$ cat config.mk
export PLATFORM = sky130hd
export DESIGN_NAME = vending_machine_multi
export DESIGN_NICKNAME = d
export VERILOG_FILES = /design/src/rtl/vending_machine_multi.sv
export SDC_FILE = /design/constraint.sdc
export NUM_CORES = 1
export LEC_CHECK = 0
export CAP_MARGIN = 20
export CORE_UTILIZATION = 60
export CTS_CLUSTER_DIAMETER = 40
export DETAILED_ROUTE_END_ITERATION = 6
export GPL_ROUTABILITY_DRIVEN = 0
export PLACE_DENSITY = 0.94
export SLEW_MARGIN = 30
export SYNTH_ARGS = -nofsm -noshare
export SYNTH_HDL_FRONTEND = slang
export SYNTH_SLANG_ARGS = --single-unit
$ cat constraint.sdc
create_clock -name clk -period 6.45 [get_ports clk]
set_clock_uncertainty 0.05 [all_clocks]
set_input_delay 1.29 -clock clk [delete_from_list [all_inputs] [get_ports clk]]
set_output_delay 1.29 -clock clk [all_outputs]
set_load 0.01 [all_outputs]
$ cat src/rtl/vending_machine_multi.sv
// Multi-product vending controller: collects 5/10/20 coins, vends one of N_ITEMS
// products at per-item prices and pays remaining credit back as 10/5 change pulses.
module vending_machine_multi #(
   parameter int unsigned N_ITEMS    = 4,
   parameter int unsigned CREDIT_W   = 8,
   parameter int unsigned MAX_CREDIT = 50,
   parameter logic [N_ITEMS*CREDIT_W-1:0] PRICES = {8'd10, 8'd25, 8'd20, 8'd15},
   localparam int unsigned SEL_W     = $clog2(N_ITEMS)
) (
   input  logic                clk,
   input  logic                rst,
   input  logic [1:0]          coin,
   input  logic [SEL_W-1:0]    sel,
   input  logic                sel_valid,
   input  logic                cancel,
   output logic                vend,
   output logic [SEL_W-1:0]    vend_item,
   output logic                chg5,
   output logic                chg10,
   output logic                coin_reject,
   output logic                nack,
   output logic [CREDIT_W-1:0] credit,
   output logic                busy
);

   localparam int unsigned CW1 = CREDIT_W + 1;

   localparam logic [1:0] COLLECT = 2'd0;
   localparam logic [1:0] VEND    = 2'd1;
   localparam logic [1:0] CHANGE  = 2'd2;

   logic [1:0]          state, state_d;
   logic [CREDIT_W-1:0] credit_d;
   logic                vend_d, chg5_d, chg10_d, coin_reject_d, nack_d;
   logic [SEL_W-1:0]    vend_item_d;

   logic [CW1-1:0]      coin_val, price, credit_x, coin_sum;
   logic                sel_ok, chg_big;
   logic [CREDIT_W-1:0] chg_credit;

   // price lookup and index validity; indices >= N_ITEMS are never matched
   always_comb begin
      sel_ok = 1'b0;
      price  = '0;
      for (int unsigned i = 0; i < N_ITEMS; i++) begin
         if (sel == SEL_W'(i)) begin
            sel_ok = 1'b1;
            price  = CW1'(PRICES[i*CREDIT_W +: CREDIT_W]);
         end
      end
   end

   always_comb begin
      case (coin)
         2'b01:   coin_val = CW1'(5);
         2'b10:   coin_val = CW1'(10);
         2'b11:   coin_val = CW1'(20);
         default: coin_val = '0;
      endcase
   end

   assign credit_x   = {1'b0, credit};
   assign coin_sum   = credit_x + coin_val;
   assign chg_big    = credit >= CREDIT_W'(10);
   assign chg_credit = credit - (chg_big ? CREDIT_W'(10) : CREDIT_W'(5));

   // next state and next registered outputs
   always_comb begin
      state_d       = state;
      credit_d      = credit;
      vend_d        = 1'b0;
      vend_item_d   = '0;
      chg5_d        = 1'b0;
      chg10_d       = 1'b0;
      coin_reject_d = 1'b0;
      nack_d        = 1'b0;
      case (state)
         COLLECT: begin
            if (cancel) begin
               coin_reject_d = (coin != 2'b00);
               if (credit != '0) begin
                  state_d  = CHANGE;
                  credit_d = chg_credit;
                  chg10_d  = chg_big;
                  chg5_d   = !chg_big;
               end
            end else if (sel_valid) begin
               coin_reject_d = (coin != 2'b00);
               if (sel_ok && (credit_x >= price)) begin
                  state_d     = VEND;
                  credit_d    = CREDIT_W'(credit_x - price);
                  vend_d      = 1'b1;
                  vend_item_d = sel;
               end else begin
                  nack_d = 1'b1;
               end
            end else if (coin != 2'b00) begin
               if (coin_sum <= CW1'(MAX_CREDIT)) credit_d = CREDIT_W'(coin_sum);
               else                              coin_reject_d = 1'b1;
            end
         end
         VEND, CHANGE: begin
            // a change pulse is issued on every cycle entered with credit left
            coin_reject_d = (coin != 2'b00);
            if (credit != '0) begin
               state_d  = CHANGE;
               credit_d = chg_credit;
               chg10_d  = chg_big;
               chg5_d   = !chg_big;
            end else begin
               state_d = COLLECT;
            end
         end
         default: state_d = COLLECT;
      endcase
   end

   always_ff @(posedge clk or negedge rst) begin
      if (!rst) begin
         state       <= COLLECT;
         credit      <= '0;
         vend        <= 1'b0;
         vend_item   <= '0;
         chg5        <= 1'b0;
         chg10       <= 1'b0;
         coin_reject <= 1'b0;
         nack        <= 1'b0;
         busy        <= 1'b0;
      end else begin
         state       <= state_d;
         credit      <= credit_d;
         vend        <= vend_d;
         vend_item   <= vend_item_d;
         chg5        <= chg5_d;
         chg10       <= chg10_d;
         coin_reject <= coin_reject_d;
         nack        <= nack_d;
         busy        <= (state_d != COLLECT);
      end
   end

endmodule
==> Word-level counts from Yosys, hierarchy flattened <==
Index checks and enable logic that the tools add are counted.
{ "classes": {"n_eq_ne": 11, "n_reduce_logical": 10, "n_lt_le_gt_ge": 3, "n_mux": 46, "n_addsub": 3} }
{ "op_table": {"columns": ["op", "n"], "rows": [
  ["2-to-1 mux 8 bit", 6],
  ["2-to-1 mux 1 bit", 20],
  ["2-to-1 mux 2 bit", 9],
  ["2-to-1 mux 9 bit", 2],
  ["one-hot mux 8 bit (2 select lines)", 1],
  ["one-hot mux 5 bit (3 select lines)", 1],
  ["!= test 4 bit (second input constant)", 3],
  ["equality test 2 bit (second input constant)", 5],
  ["adder 8 x 9 -> 9 bit", 1],
  [">= comparator 8 x 9 -> 1 bit", 1],
  ["less-or-equal comparator 9 x 6 -> 1 bit (second input constant)", 1],
  [">= comparator 8 x 4 -> 1 bit (second input constant)", 1],
  ["2-to-1 mux 4 bit", 2],
  ["nonzero test 8 bit", 1],
  ["subtractor 8 x 4 -> 8 bit", 1],
  ["subtractor 8 bit", 1],
  ["equality test 2 x 1 -> 1 bit (second input constant)", 3],
  ["one-hot mux 1 bit (2 select lines)", 3],
  ["nonzero test 2 bit", 3],
  ["2-to-1 mux 5 bit", 1],
  ["logical NOT 2 bit", 2],
  ["one-hot mux 2 bit (2 select lines)", 1],
  ["AND reduction 4 bit", 1],
  ["OR reduction 2 bit", 1],
  ["2 further kinds", 2]
]} }
{ "word_totals": {"input_bits": 8, "regBits": 18, "output_inout_bits": 16, "wordCells": 82} }

==> Depth between registers and ports, before layout <==
Gate-level depths: netlist of run 1.
{ "depth": {"depth_word": 12, "ltp_mapped": 13, "mapped_depth_nobuf": 13} }

==> Worst setup path before layout of run 1 <==
Ideal clock, no wire load.
{ "synth_timing": {"path_type": "input to register", "startpoint": "input coin[0]", "endpoint": "register credit[5]", "setup_ps": 132, "arrival_ps": 3400, "path_buffers": 1, "slack_ps": 2867, "required_ps": 6268, "path_stages": 12, "path_cell_list": "nor2b_1 > ha_1 > inv_1 > fa_1 > nand2b_1 > a21oi_1 > nand4bb_1 > a2111oi_2 > a21oi_2 > buf_6 > o21ai_1 > o31ai_2"} }
{ "synth_between": {"elab_chain_cells": 8, "elab_cells_between_ends": 15, "classes_between": "1 x add/sub; 1 x order compare; 5 x eq/ne; 6 x mux; 2 x reduce/logical"} }
{ "synth_lines": {"columns": ["element", "line", "source"], "rows": [
  ["from (decl)", "12", "input logic [1:0] coin,"],
  ["branches (longest 8 deep; another with adder 8 x 9 -> 9 bit)", null, null],
  ["to (signal assigned)", "131", "credit <= credit_d;"],
  ["to (decl)", "22", "output logic [CREDIT_W-1:0] credit,"]
]} }
Parallel ways; which one is timed is not known. The select of a mux whose other input is x is not followed.
A chain may end at the register's enable or synchronous reset.

==> Final worst setup path of run 1 <==
{ "layout_timing": {"startpoint": "input sel[0]", "endpoint": "register credit[4]"} }
{ "layout_between": {"elab_chain_cells": 10, "elab_cells_between_ends": 21, "classes_between": "1 x add/sub; 1 x order compare; 4 x eq/ne; 12 x mux; 3 x reduce/logical"} }
{ "layout_lines": {"columns": ["element", "line", "source"], "rows": [
  ["from (decl)", "13", "input logic [SEL_W-1:0] sel,"],
  ["logical NOT 2 bit", "46", "if (sel == SEL_W'(i)) begin"],
  ["2-to-1 mux 4 bit", "46", null],
  ["2-to-1 mux 5 bit", "46", null],
  ["2-to-1 mux 9 bit (2 in series)", "46", null],
  ["subtractor 8 bit", "91", "credit_d = CREDIT_W'(credit_x - price);"],
  ["2-to-1 mux 8 bit", "89", "if (sel_ok && (credit_x >= price)) begin"],
  ["2-to-1 mux 8 bit", "87", "end else if (sel_valid) begin"],
  ["2-to-1 mux 8 bit", "79", "if (cancel) begin"],
  ["one-hot mux 8 bit (2 select lines)", "77", "case (state)"]
]} }
Parallel ways exist; a longest one is shown, timed or not. The select of a mux whose other input is x is not followed.

==> results.sh, run 1 <==
export IMPL_status="complete, but fails checks"
export IMPL_failed_checks="DRC"
export IMPL_grt_pass1_vias=1633
export IMPL_p_int_uw=536
export IMPL_syn_inst=217
export IMPL_cp_start_kind="input pin"
export IMPL_pwr_share_comb_pct=71.1
export IMPL_clock_sinks=18
export IMPL_place_hpwl_um=3300
export IMPL_min_period_ns=4.17
export IMPL_io_pins=24
export IMPL_viasPerCell=6.33
export IMPL_start_util_pct=64.5
export IMPL_cts_root_buffer="clkbuf_4"
export IMPL_tns_ns=0
export IMPL_finalHoldViolations=0
export IMPL_finalCritPeriodShare_pct=64.6
export IMPL_drt_total_wl_um=4270
export IMPL_setup_viol=0
export IMPL_syn_area_um2=1810
export IMPL_p_sw_uw=497
export IMPL_clock_power_share_pct=6.9
export IMPL_synth_main_ff_cell="dfrtp_1"
export IMPL_grt_max_degree=19
export IMPL_setup_slack_ns=2.28
export IMPL_rsz0062_at_grt="false"
export IMPL_yosysSeqAreaShare_pct=24.9
export IMPL_finalPower_mw=1.03
export IMPL_cts_tree="done"
export IMPL_ys_warn_count=0
export IMPL_crit_required_ns=6.59
export IMPL_synth_seq_cells=18
export IMPL_pwr_share_seq_pct=21.9
export IMPL_crit_fanout=14
export IMPL_die_area_um2=3240
export IMPL_leakage_nw=0.944
export IMPL_ant_nets=0
export IMPL_die_y_um=56.9
export IMPL_path_clk_slew_ns=0.10
export IMPL_grt_util_all_layers_pct=29.4
export IMPL_peakVddDrop_mv=0.363
export IMPL_grt_overflow=0
export IMPL_cts_buffers_inserted=3
export IMPL_syn_nets=249
export IMPL_hp_class="reg -> reg"
export IMPL_ys_types=50
export IMPL_num_fill_cells=213
export IMPL_clkLatencyLatePin_ns=0.30
export IMPL_nNetsFinal=269
export IMPL_clock_fmax_mhz=240
export IMPL_synthArstFlopShare_pct=100
export IMPL_pre_cts_slack_ns=2.02
export IMPL_drv_slew=0
export IMPL_core_um2=2810
export IMPL_rows=19
export IMPL_maxCapViolations=0
export IMPL_synth_edf_count=0
export IMPL_cts_resized=0
export IMPL_portBuffers=23
export IMPL_clockBufferDepth=2
export IMPL_path_class="in -> reg"
export IMPL_cts_hold_buf=0
export IMPL_tightest_slew_ns=0.794
export IMPL_die_x_um=56.9
export IMPL_antenna_found_initial=0
export IMPL_syn_avg_cell_area_um2=8.33
export IMPL_powerDensity_nw_per_um2=498
export IMPL_n_antenna_cell=0
export IMPL_syn_to_final_growth_pct=14.7
export IMPL_drtIter0Drc=90
export IMPL_grt_pass1_wl_um=7390
export IMPL_routedWlPerCell_um=16.0
export IMPL_cts_setup_buffers=0
export IMPL_h_tree_depth=1
export IMPL_sw_frac_of_total_pct=48.1
export IMPL_relSlewSlack_pct=46.9
export IMPL_num_vias=1691
export IMPL_drt_pass1_iterations=7
export IMPL_drive_gt1_share_pct=5.51
export IMPL_drc_errors=2
export IMPL_crit_arrival_ns=4.31
export IMPL_critPathCaptureType="flip-flop"
==> Yosys cell counts, drive strengths merged, types with 3 or more instances <==
cell / number / share of area [%]
xnor2: 5 / 2.4
and3: 5 / 1.7
o21ai: 15 / 4.2
nor3b: 5 / 2.1
o31ai: 3 / 1.8
nor2: 18 / 3.7
nand2b: 5 / 1.7
a21o: 5 / 2.1
nor4: 5 / 1.7
a21oi: 19 / 5.5
clkbuf: 6 / 1.2
nor2b: 5 / 1.7
mux2i: 3 / 1.7
inv: 15 / 3.1
fa: 3 / 3.3
o21a: 3 / 1.2
ha: 21 / 15
dfrtp: 18 / 25
nand2: 16 / 3.3
nor3: 3 / 0.83
nand3: 7 / 1.9
==> per-layer routing <==
layer	vias to the layer above	GRT usage [%]	share of wire [%]
met4	0	9.41	1.3
met1	777	38.3	43
li1	821	-	-
met3	7	5.07	8.2
met2	86	49.4	47
met5	-	0	0
==> cell type report <==
type / instances / area (um2) / area share (%)
multi-input cells: 176 / 1260 / 60.9
flip-flops and latches: 18 / 450 / 21.7
repair buffers: 23 / 230 / 11.1
inverters: 15 / 56.3 / 2.71
well taps: 31 / 38.8 / 1.87
clock buffers: 4 / 36.3 / 1.75
==> worst max-delay path, stage by stage <==
cell and delay [ns]:
clkdlybuf4s50_1 0.57, inv_1 0.11, ha_1 0.31, inv_1 0.08
ha_1 0.21, nor4bb_1 0.37, o211a_1 0.21, o21a_1 0.21
a2111oi_2 0.08, a21oi_2 0.54, mux2i_1 0.24, o21ai_0 0.09
==> power groups by stage <==
stage | Sequential (mW) | Combinational [mW] | Clock [mW]
2_1_floorplan | 0.222 | 0.522 | 0
4_1_cts | 0.226 | 0.726 | 0.0723
3_5_place_dp | 0.229 | 0.715 | 0
5_1_grt | 0.233 | 0.820 | 0.0770
3_3_place_gp | 0.226 | 0.702 | 0
6_report | 0.227 | 0.735 | 0.0716
==> metrics by stage <==
step	utilization [%]	instance area, um2	hold WS, ns	cells
after floorplan	-	1810	0.533	217
after global placement	72.7	2040	0.556	263
after detailed placement	72.7	2040	0.572	263
after CTS	74.0	2070	0.587	267
after global routing	74.0	2070	0.614	267
final	74.0	2070	0.584	267
==> layout by cell type (no fill, tap or decap), types with 3 or more instances in the layout <==
master,count
clkdlybuf4s50_1,23
ha_1,21
nor2_1,18
a21oi_1,18
dfrtp_1,18
nand2_1,16
inv_1,15
o21ai_0,13
nand3_1,7
nand2b_1,5
nor2b_1,5
nor4_1,5
xnor2_1,5
and3_1,5
nor3b_1,5
a21o_1,4
nor3_1,3
o21a_1,3
mux2i_1,3
fa_1,3
clkbuf_4,3
==> worst paths after layout <==
| check | from | end | slack [ns] | depth (start not counted) |
|---|---|---|---|---|
| min | state[0] | state[0] | 0.58 | 2 |
| min reg2reg | state[0] | state[0] | 0.58 | 2 |
| min in group asynchronous | rst | nack | 1.39 | 1 |
| max reg2reg | credit[5] | credit[6] | 3.07 | 13 |
| max in group asynchronous | rst | credit[3] | 4.47 | 1 |
| max | sel[0] | credit[4] | 2.28 | 12 |
==> state kept, by name (all words and copies together), names as in the netlist <==
name,cells
busy,1
chg10,1
chg5,1
coin_reject,1
credit,8
nack,1
state,2
vend,1
vend_item,2
==> cell families (layout without fill, tap and decap cells) <==
kind of cell             after synthesis  in the layout  synth area share, %
AND/OR/NAND/NOR                       77             77                 22.3
AO/OA/AOI/OAI                         64             64                 24.0
adder cells (fa/ha/maj)               24             24                 17.9
buffers and inverters                 23             42                 5.26
flip-flops                            18             18                 24.9
XOR/XNOR                               7              7                 3.39
multiplexers                           4              4                 2.28
Power figures use the tool's default switching activity.
==> run 2: changes to the inputs <==
--- a/config.mk
+++ b/config.mk
@@ -6,11 +6,11 @@
 export NUM_CORES = 1
 export LEC_CHECK = 0
 export CAP_MARGIN = 20
-export CORE_UTILIZATION = 60
+export CORE_UTILIZATION = 50
 export CTS_CLUSTER_DIAMETER = 40
 export DETAILED_ROUTE_END_ITERATION = 6
 export GPL_ROUTABILITY_DRIVEN = 0
-export PLACE_DENSITY = 0.94
+export PLACE_DENSITY = 0.84
 export SLEW_MARGIN = 30
 export SYNTH_ARGS = -nofsm -noshare
 export SYNTH_HDL_FRONTEND = slang
==> constraint.sdc (replaced) <==
create_clock -name clk -period 3.7 [get_ports clk]
set_clock_uncertainty 0.05 [all_clocks]
set_input_delay 0.74 -clock clk [delete_from_list [all_inputs] [get_ports clk]]
set_output_delay 0.74 -clock clk [all_outputs]
set_load 0.01 [all_outputs]
==> results.sh, run 2 (synthesis gave the netlist of run 1 again) <==
export IMPL_pre_cts_slack_ns=-0.0715
export IMPL_grt_util_all_layers_pct=24.3
export IMPL_rsz0062_at_grt="false"
export IMPL_finalCritPeriodShare_pct=94.4
export IMPL_die_y_um=62.1
export IMPL_drv_slew=0
export IMPL_relSlewSlack_pct=47.7
export IMPL_cts_tree="done"
export IMPL_place_hpwl_um=3370
export IMPL_h_tree_depth=1
export IMPL_ant_nets=0
export IMPL_grt_max_degree=19
export IMPL_peakVddDrop_mv=0.474
export IMPL_final_cell_mix="clkdlybuf4s50_1 (23), ha_1 (21), nor2_1 (18), a21oi_1 (18), dfrtp_1 (18)"
export IMPL_setup_slack_ns=0.209
export IMPL_drc_errors=0
export IMPL_io_pins=24
export IMPL_min_period_ns=3.49
export IMPL_grt_pass1_wl_um=7500
export IMPL_finalHoldWorstSlack_ns=0.577
export IMPL_drt_total_wl_um=4300
export IMPL_path_clk_slew_ns=0.11
export IMPL_final_cell_area_um2=2160
export IMPL_cp_start_kind="input pin"
export IMPL_status="complete, no violations"
export IMPL_cp_cell_sequence="clkdlybuf4s50_1, nor2b_1, ha_1, inv_1, fa_1, nand2b_1, a211oi_1, o41a_1, a2111oi_2, a21oi_2, mux2i_1, o21ai_0"
export IMPL_top_register="credit"
export IMPL_tightest_slew_ns=0.782
export IMPL_grt_pass1_vias=1608
export IMPL_cts_hold_buf=0
export IMPL_die_area_um2=3860
export IMPL_layout_commonest_cell="clkdlybuf4s50_1"
export IMPL_start_util_pct=53.3
export IMPL_cts_buffers_inserted=3
export IMPL_multiInputGateArea_um2=1260
export IMPL_largest_register_ffs=8
export IMPL_cts_resized=0
export IMPL_drtIter0Drc=151
export IMPL_largestRegisters="credit (8), state (2), vend_item (2)"
export IMPL_die_x_um=62.1
export IMPL_drt_pass1_iterations=4
export IMPL_cts_root_buffer="clkbuf_4"
export IMPL_core_um2=3390
export IMPL_clock_fmax_mhz=286
export IMPL_clockBufferDepth=2
export IMPL_placed_cell_area_um2=2120
export IMPL_syn_to_final_growth_pct=19.5
export IMPL_powerDensity_nw_per_um2=845
export IMPL_max_stage_delay_ns=0.49
export IMPL_rows=21
export IMPL_n_antenna_cell=0
export IMPL_path_class="in -> reg"
export IMPL_leakage_nw=0.988
export IMPL_cts_setup_buffers=0
export IMPL_finalHoldViolations=0
export IMPL_routedWlPerCell_um=14.8
export IMPL_portBuffers=23
export IMPL_antenna_found_initial=0
export IMPL_crit_required_ns=3.83
export IMPL_nNetsFinal=278
export IMPL_grt_overflow=0
export IMPL_num_vias=1732
export IMPL_cpMaxStageDelayCell="a21oi_2"
export IMPL_critPathCaptureType="flip-flop"
export IMPL_maxCapViolations=0
export IMPL_num_fill_cells=281
export IMPL_regArea_um2=450
export IMPL_crit_arrival_ns=3.62
export IMPL_tns_ns=0
export IMPL_clock_sinks=18
export IMPL_viasPerCell=5.95
export IMPL_setup_viol=0
export IMPL_clkLatencyLatePin_ns=0.30
export IMPL_drive_gt1_share_pct=8.98
export IMPL_hp_class="reg -> reg"
export IMPL_crit_fanout=12
==> run 2: cell types whose count changed in the layout (fill, tap and decap cells not counted) <==
cell,delta
buf_4,+9
==> run 2: worst paths after layout <==
kind,start,to,slack (ns),cells after the start
setup / recovery,coin[0],credit[4],0.21,12
hold / removal,state[0],state[0],0.58,2
setup reg to reg,credit[6],credit[6],0.44,13
hold reg to reg,state[0],state[0],0.58,2
max in group asynchronous,rst,credit[1],2.27,1
min in group asynchronous,rst,vend_item[1],0.84,1
==> run 2: worst max-delay path: cells and delay by family <==
kind	cells	cell delay [ns]
AO/OA/AOI/OAI	5	1.24
adder cells (fa/ha/maj)	2	0.56
buffers and inverters	2	0.53
AND/OR/NAND/NOR	2	0.32
multiplexers	1	0.24
==> run 2: area by class of cell <==
cell class / count / area share, %
clock buffer: 4 / 1.68
inverter: 15 / 2.61
multi-input combinational: 176 / 58.4
sequential: 18 / 20.8
tap: 46 / 2.66
timing repair buffer: 32 / 13.8
==> run 2: per-layer routing <==
metal / vias to the layer above / GRT usage (%) / share of wire (%)
met2: 84 / 39.8 / 48
met1: 804 / 33.1 / 44
met4: 0 / 6.10 / 0.88
met3: 6 / 4.23 / 7.1
li1: 838 / - / -
met5: - / 0 / 0
==> run 2: power breakdown <==
part	internal [mW]	switching, mW
Combinational	0.627	0.689
Clock	0.0600	0.0623
Sequential	0.274	0.115
==> run 2: per-stage QoR <==
step / total power, mW / util, % / std cells
2_1_floorplan: 1.30 / - / 217
3_3_place_gp: 1.67 / 62.7 / 287
3_5_place_dp: 1.69 / 62.7 / 287
4_1_cts: 1.82 / 63.8 / 291
5_1_grt: 2.00 / 63.8 / 291
6_report: 1.83 / 63.8 / 291
==> run 3: changes to the inputs <==
--- a/config.mk
+++ b/config.mk
@@ -6,10 +6,12 @@
 export NUM_CORES = 1
 export LEC_CHECK = 0
 export CAP_MARGIN = 20
+export CORE_ASPECT_RATIO = 1.1
 export CORE_UTILIZATION = 50
 export CTS_CLUSTER_DIAMETER = 40
 export DETAILED_ROUTE_END_ITERATION = 6
 export GPL_ROUTABILITY_DRIVEN = 0
+export HOLD_SLACK_MARGIN = 0.03
 export PLACE_DENSITY = 0.84
 export SLEW_MARGIN = 30
 export SYNTH_ARGS = -nofsm -noshare
==> results.sh, run 3 (synthesis gave the netlist of run 1 again) <==
export IMPL_status="complete, no violations"
export IMPL_place_hpwl_um=3430
export IMPL_timing_rr_end="credit[6]"
export IMPL_maxCapViolations=0
export IMPL_crit_arrival_ns=3.62
export IMPL_min_to="state[0]"
export IMPL_min_path_cells=2
export IMPL_regToRegStartpoint="credit[6]"
export IMPL_cts_setup_buffers=0
export IMPL_start_util_pct=53.4
export IMPL_hp_class="reg -> reg"
export IMPL_path_class="in -> reg"
export IMPL_rows=22
export IMPL_grt_util_all_layers_pct=26.1
export IMPL_clkLatencyLatePin_ns=0.30
export IMPL_ant_nets=0
export IMPL_leakage_nw=0.988
export IMPL_cts_tree="done"
export IMPL_grt_max_degree=19
export IMPL_layout_commonest_cell="clkdlybuf4s50_1"
export IMPL_grt_overflow=0
export IMPL_largest_register_ffs=8
export IMPL_io_pins=24
export IMPL_crit_required_ns=3.83
export IMPL_nNetsFinal=278
export IMPL_core_um2=3390
export IMPL_drc_errors=0
export IMPL_setup_viol=0
export IMPL_grt_pass1_vias=1697
export IMPL_finalHoldViolations=0
export IMPL_num_vias=1719
export IMPL_cts_root_buffer="clkbuf_4"
export IMPL_path_clk_slew_ns=0.11
export IMPL_tightest_slew_ns=0.815
export IMPL_cts_hold_buf=0
export IMPL_drtIter0Drc=88
export IMPL_powerDensity_nw_per_um2=855
export IMPL_die_x_um=59.3
export IMPL_cp_start_kind="input pin"
export IMPL_rr_worst_depth=13
export IMPL_die_y_um=65.1
export IMPL_portBuffers=23
export IMPL_n_antenna_cell=0
export IMPL_antenna_found_initial=0
export IMPL_h_tree_depth=1
export IMPL_placed_cell_area_um2=2130
export IMPL_final_cell_mix="clkdlybuf4s50_1 (23), ha_1 (21), nor2_1 (18), a21oi_1 (18), dfrtp_1 (18)"
export IMPL_clock_fmax_mhz=287
export IMPL_drt_total_wl_um=4420
export IMPL_final_cell_area_um2=2170
export IMPL_dp_cells=289
export IMPL_layout_cells_non_filler=293
export IMPL_clockBufferDepth=2
export IMPL_peakVddDrop_mv=0.510
export IMPL_routedWlPerCell_um=15.1
export IMPL_pre_cts_slack_ns=-0.0613
export IMPL_cts_resized=0
export IMPL_critPathCaptureType="flip-flop"
export IMPL_min_from="state[0]"
export IMPL_grt_pass1_wl_um=7620
export IMPL_clock_sinks=18
export IMPL_syn_to_final_growth_pct=20.1
export IMPL_top_register="credit"
export IMPL_crit_fanout=14
export IMPL_utilization_pct=64.1
export IMPL_cts_buffers_inserted=3
export IMPL_largestRegisters="credit (8), state (2), vend_item (2)"
export IMPL_finalCritPeriodShare_pct=94.3
export IMPL_setup_slack_ns=0.210
export IMPL_min_period_ns=3.49
export IMPL_relSlewSlack_pct=45.5
export IMPL_viasPerCell=5.87
export IMPL_finalPower_mw=1.86
export IMPL_drv_slew=0
export IMPL_die_area_um2=3860
export IMPL_drt_pass1_iterations=4
export IMPL_drive_gt1_share_pct=8.98
export IMPL_r2r_setup_slack_ns=0.34
## run 3: cell types whose count changed in the layout (fill, tap and decap cells not counted)
cell	change
a21oi_2	-1
a21oi_4	+1
## run 3: power breakdown
group | internal, mW | switching (mW)
Sequential | 0.274 | 0.112
Clock | 0.0600 | 0.0638
Combinational | 0.631 | 0.716
## run 3: metrics by stage
stage | setup TNS (ns) | hold WS (ns)
after floorplan | 0 | 0.394
after global placement | 0 | 0.555
after detailed placement | -0.140 | 0.569
after CTS | 0 | 0.585
after global routing | -0.00259 | 0.620
final | 0 | 0.587
## run 3: worst max-delay path, cell delays in order
cell and delay, ns:
clkdlybuf4s50_1 0.47, nor2b_1 0.13, ha_1 0.17, inv_1 0.05
fa_1 0.39, nand2b_1 0.17, a21oi_1 0.20, nand4bb_1 0.18
a2111oi_2 0.56, a21oi_4 0.21, a221oi_1 0.28, a21oi_1 0.07
## run 3: worst max path at each step
stage / start / endpoint / slack [ns]
after floorplan: coin[0] / credit[5] / 0.67
after global placement: coin[0] / credit[4] / 0.02
after detailed placement: coin[0] / credit[4] / -0.06
after CTS: coin[0] / credit[4] / 0.26
after global routing: coin[0] / credit[1] / -0.003
final: coin[0] / credit[1] / 0.21
## run 3: area by class of cell
cell class | count | area (um2)
multi-input cells | 176 | 1270
flip-flops and latches | 18 | 450
well taps | 48 | 60.1
fillers | 304 | 1210
clock buffers | 4 | 36.3
repair buffers | 32 | 298
inverters | 15 | 56.3
## run 3: metal layers
metal	share of wire [%]	vias to the layer above	GRT usage, %	routed length [um]
li1	-	834	-	-
met1	43	790	34.1	1900
met2	48	79	43.3	2100
met3	6.8	16	2.99	300
met4	2.7	0	9.52	118
met5	0	-	0	0
